$ cat src/rtl/sha_digest_uart_tx.sv
// Serialises a latched digest over an 8N1/8N2 UART line, most significant byte first.
// Optional ASCII-hex output with trailing CR/LF when SHA_UART_HEX_EN is defined.
module sha_digest_uart_tx #(
  parameter int unsigned DIGEST_W     = 256,
  parameter int unsigned CLKS_PER_BIT = 434,
  parameter int unsigned STOP_BITS    = 1
) (
  input  logic                clk,
  input  logic                rst,
  input  logic [DIGEST_W-1:0] i_digest,
  input  logic                i_start,
  output logic                o_busy,
  output logic                o_uart_tx,
  output logic                done
);

  localparam int unsigned NBYTES = DIGEST_W / 8;
`ifdef SHA_UART_HEX_EN
  localparam int unsigned NFRAMES = 2 * NBYTES + 2;
  localparam int unsigned SHIFT   = 4;
`else
  localparam int unsigned NFRAMES = NBYTES;
  localparam int unsigned SHIFT   = 8;
`endif
  localparam int unsigned BAUD_W = $clog2(CLKS_PER_BIT);
  localparam int unsigned IDX_W  = $clog2(NFRAMES + 1);

  localparam logic [BAUD_W-1:0] BAUD_LAST = BAUD_W'(CLKS_PER_BIT - 1);
  localparam logic [IDX_W-1:0]  IDX_LAST  = IDX_W'(NFRAMES - 1);
  localparam logic [2:0]        STOP_LAST = 3'(STOP_BITS - 1);

  typedef enum logic [1:0] {IDLE, START, DATA, STOP} state_t;

  state_t              state;
  logic [DIGEST_W-1:0] digest_sr;
  logic [BAUD_W-1:0]   baud_cnt;
  logic [2:0]          bit_cnt;
  logic [IDX_W-1:0]    byte_idx;
  logic [7:0]          byte_sr;
  logic [7:0]          cur_char;
  logic                bit_end;

  assign bit_end = (baud_cnt == BAUD_LAST);

  // The digest shifts left once per frame, so the next character always comes from the top bits.
`ifdef SHA_UART_HEX_EN
  logic [3:0] nib;
  always_comb begin
    nib      = digest_sr[DIGEST_W-1 -: 4];
    cur_char = (nib < 4'd10) ? (8'h30 + {4'h0, nib}) : (8'h37 + {4'h0, nib});
    if (byte_idx == IDX_W'(2 * NBYTES))
      cur_char = 8'h0D;
    else if (byte_idx > IDX_W'(2 * NBYTES))
      cur_char = 8'h0A;
  end
`else
  assign cur_char = digest_sr[DIGEST_W-1 -: 8];
`endif

  always_ff @(posedge clk or posedge rst) begin
    if (rst) begin
      state     <= IDLE;
      o_uart_tx <= 1'b1;
      o_busy    <= 1'b0;
      done      <= 1'b0;
      digest_sr <= '0;
      baud_cnt  <= '0;
      bit_cnt   <= '0;
      byte_idx  <= '0;
      byte_sr   <= '0;
    end else begin
      done <= 1'b0;
      if (state != IDLE)
        baud_cnt <= bit_end ? '0 : baud_cnt + 1'b1;

      case (state)
        IDLE: begin
          if (i_start) begin
            digest_sr <= i_digest;
            byte_idx  <= '0;
            bit_cnt   <= '0;
            baud_cnt  <= '0;
            o_uart_tx <= 1'b0;
            o_busy    <= 1'b1;
            state     <= START;
          end
        end

        START: begin
          if (bit_end) begin
            byte_sr   <= cur_char;
            o_uart_tx <= cur_char[0];
            bit_cnt   <= '0;
            state     <= DATA;
          end
        end

        DATA: begin
          if (bit_end) begin
            if (bit_cnt == 3'd7) begin
              o_uart_tx <= 1'b1;
              bit_cnt   <= '0;
              state     <= STOP;
            end else begin
              o_uart_tx <= byte_sr[1];
              byte_sr   <= {1'b0, byte_sr[7:1]};
              bit_cnt   <= bit_cnt + 3'd1;
            end
          end
        end

        STOP: begin
          // bit_cnt doubles as the stop-bit counter here
          if (bit_end) begin
            if (bit_cnt == STOP_LAST) begin
              bit_cnt <= '0;
              if (byte_idx == IDX_LAST) begin
                byte_idx <= '0;
                o_busy   <= 1'b0;
                done     <= 1'b1;
                state    <= IDLE;
              end else begin
                byte_idx  <= byte_idx + 1'b1;
                digest_sr <= digest_sr << SHIFT;
                o_uart_tx <= 1'b0;
                state     <= START;
              end
            end else begin
              bit_cnt <= bit_cnt + 3'd1;
            end
          end
        end

        default: state <= IDLE;
      endcase
    end
  end

endmodule
$ cat config.mk
export PLATFORM = sky130hd
export DESIGN_NAME = sha_digest_uart_tx
export DESIGN_NICKNAME = d
export VERILOG_FILES = /design/src/rtl/sha_digest_uart_tx.sv
export SDC_FILE = /design/constraint.sdc
export NUM_CORES = 1
export LEC_CHECK = 0
export BUFFER_PORTS_ARGS = -buffer_cell sky130_fd_sc_hd__buf_2
export CORE_MARGIN = 5
export CORE_UTILIZATION = 45
export DETAILED_ROUTE_END_ITERATION = 7
export GPL_ROUTABILITY_DRIVEN = 0
export PLACE_DENSITY = 0.7
export REMOVE_ABC_BUFFERS = 1
export SLEW_MARGIN = 20
export SYNTH_ARGS = -nofsm -noshare
export SYNTH_HDL_FRONTEND = slang
export SYNTH_SLANG_ARGS = --single-unit
$ cat constraint.sdc
create_clock -name clk -period 12.6 [get_ports clk]
set_clock_uncertainty 0.2 [all_clocks]
set_input_delay 1.26 -clock clk [delete_from_list [all_inputs] [get_ports clk]]
set_output_delay 1.26 -clock clk [all_outputs]
set_load 0.01 [all_outputs]
==> results.txt <==
Outcome: finished clean
Sink Count: 286
Grt ovf: 0
Post-synth top cells: mux2_2, dfrtp_1, mux2_4
Area share of the largest cell type after synthesis: 46.7%
Yosys reg bits: 286
Postcts setup bufs: 0
CTS tree: built
Reg-to-reg startpoint: state[0]
Final Hold Viols: 0
Sequential cell area: 0.00716 mm²
Worst hold slack: 0.289 ns
Worst Hold Launch: byte_idx[5]
Port Buffers: 261
Area of the multi-input gates: 0.00745 mm²
Top post-synthesis cells by area: dfrtp_1, mux2_2, mux2_4
Root buf cell: clkbuf_16
Synth Cell Area: 0.0153 mm²
Fillers: 2861
Final clock period utilization by the worst path: 32.2%
Avg WL per Cell: 17.9 µm
Vias: 8797
FFs w/ async S/R, synth: 100%
Most numerous cell in the Yosys netlist: mux2_2
Tightest Pin Transition: 1.05 ns
Initial antenna violation count: 13
Sequential area share after synthesis: 46.8%
Static leakage: 8.11 nW
Total GRT Usage: 16.1%
CP max FO: 53
Reg2reg end: digest_sr[240]
Chip width: 194 µm
Final setup viols: 0
Netlist cell types: 50
Die ar.: 0.0377 mm²
Final worst path period need: 4.05 ns
Syn avg cell area: 15.1 µm²
Reg2reg setup slack: 8.55 ns
FP Rows: 67
Final core utilization: 52.9%
Nets: 1518
Pwr Density: 287 mW/mm²
Worst-skew pair later-pin latency: 0.50 ns
# IOs: 262
Share of cells above drive strength 1: 65.8%
Setup CP Type: reg2reg
Dominant cell type by area after synthesis: dfrtp_1
Post-cts resize count: 0
Maxcap violations: 0
Worst R2R Path Depth: 7
EDFF count, synth: 0
Initial Utilization: 45.6%
Core ar.: 0.0335 mm²
Setup crit end kind: flip-flop
First-pass GRT wire length: 50800 µm
Critical path launch point type: flip-flop
Largest net degree at the start of global routing: 166
Detail Route Antenna Nets: 0
Reg clk slew, reported paths: 0.06 ns
Post-Syn Instances: 1009
Vias per inst: 5.11
Tot Pwr: 5.09 mW
Area Overhead vs Synth: 16.1%
Ys flop type: dfrtp_1
VDD IR-drop max: 0.000270 V
Critical path arrival: 4.23 ns
CP required: 12.78 ns
WHS Endpoint: byte_idx[5]
RSZ-0062 raised after global routing: no
Initial DRC count: 450
DRT Wirelength: 30800 µm
TritonCTS Buffers: 34
Max-slew violations: 0
Hold Crit Class: reg2reg
# hold bufs at CTS: 0
Remaining DRCs: 0
CTS H-tree lvls: 2
Hold Crit Depth: 1
Clk buf depth: 3
YS warnings: 0
Router iterations before antenna repair: 4
Max Freq: 247 MHz
HPWL after DPL: 20400 µm
Die height: 194 µm
Slew Limit Headroom: 30.3%
Vias in the first global route: 9550
cell usage in the layout, fill, tap and decap left out, types with 5 or more instances in the layout:
cell type,n
dfrtp_1,285
buf_2,261
nor3_1,6
ha_1,9
mux2i_1,8
mux2_2,307
nor2_1,13
inv_1,8
nor2b_1,11
clkbuf_16,34
clkbuf_1,7
o21ai_0,15
nand3_1,5
a21o_1,5
buf_4,6
nand2_1,9
mux2_4,200
clkbuf_8,7
a21oi_1,12
nand2b_1,5
worst max path at each step:
stage	from	end	slack, ns	cells after the start
CTS	state[0]	digest_sr[240]	8.52	6
finish	state[0]	digest_sr[240]	8.55	7
global route	state[0]	digest_sr[216]	8.34	6
floorplan	state[0]	digest_sr[18]	-4.58	5
global placement	i_start	digest_sr[216]	8.22	6
detailed placement	i_start	digest_sr[231]	8.20	6
critical path, cell delays in order, from the launching register on:
cell	delay, ns
dfrtp_1	0.47
inv_1	0.12
ha_1	0.32
nor2b_1	0.21
a211o_1	0.39
o21ba_4	0.85
buf_4	0.89
mux2_4	0.35
sequential cells by signal, summed over array words and instances (netlist names):
signal	count
digest_sr	256
baud_cnt	9
byte_sr	7
byte_idx	6
bit_cnt	3
state	2
done	1
o_busy	1
o_uart_tx	1
stage by stage:
step / cell area [µm²] / setup slack [ns] / setup TNS (ns) / cells
detailed placement: 16600 / 8.20 / 0 / 1661
global placement: 16600 / 8.22 / 0 / 1661
CTS: 17700 / 8.52 / 0 / 1719
floorplan: 14600 / -4.58 / -1144.20 / 944
global route: 17700 / 8.34 / 0 / 1723
finish: 17700 / 8.55 / 0 / 1723
power breakdown:
part,leakage (nW),internal (mW),switching [mW]
Clock,0.548,0.601,0.381
Combinational,4.15,1.57,0.890
Sequential,3.41,1.40,0.250
Total,8.11,3.57,1.52
metal layers:
| metal | GRT usage [%] | part of all wire, % | up-vias |
|---|---|---|---|
| li1 | - | - | 4132 |
| met3 | 4.60 | 6.1 | 56 |
| met2 | 25.5 | 46 | 202 |
| met1 | 21.9 | 46 | 4389 |
| met4 | 3.83 | 1.6 | 18 |
| met5 | 0 | 0.37 | - |
cells by family after synthesis:
group	synth area share, %
AO/OA/AOI/OAI	2.37
buffers and inverters	4.50
flip-flops	46.8
multiplexers	42.8
adder cells (fa/ha/maj)	0.819
XOR/XNOR	0.0573
AND/OR/NAND/NOR	2.60
layout make-up:
class                           instances  share of cell area [%]
Multi-Input combinational cell        649                    42.0
Timing Repair Buffer                  269                    7.85
Antenna cell                            4                  0.0564
Inverter                                9                   0.233
Tap cell                              448                    3.16
Clock inverter                         10                   0.825
Sequential cell                       286                    40.4
Clock buffer                           48                    5.49
Note: power is estimated with default switching activity, not from simulation.
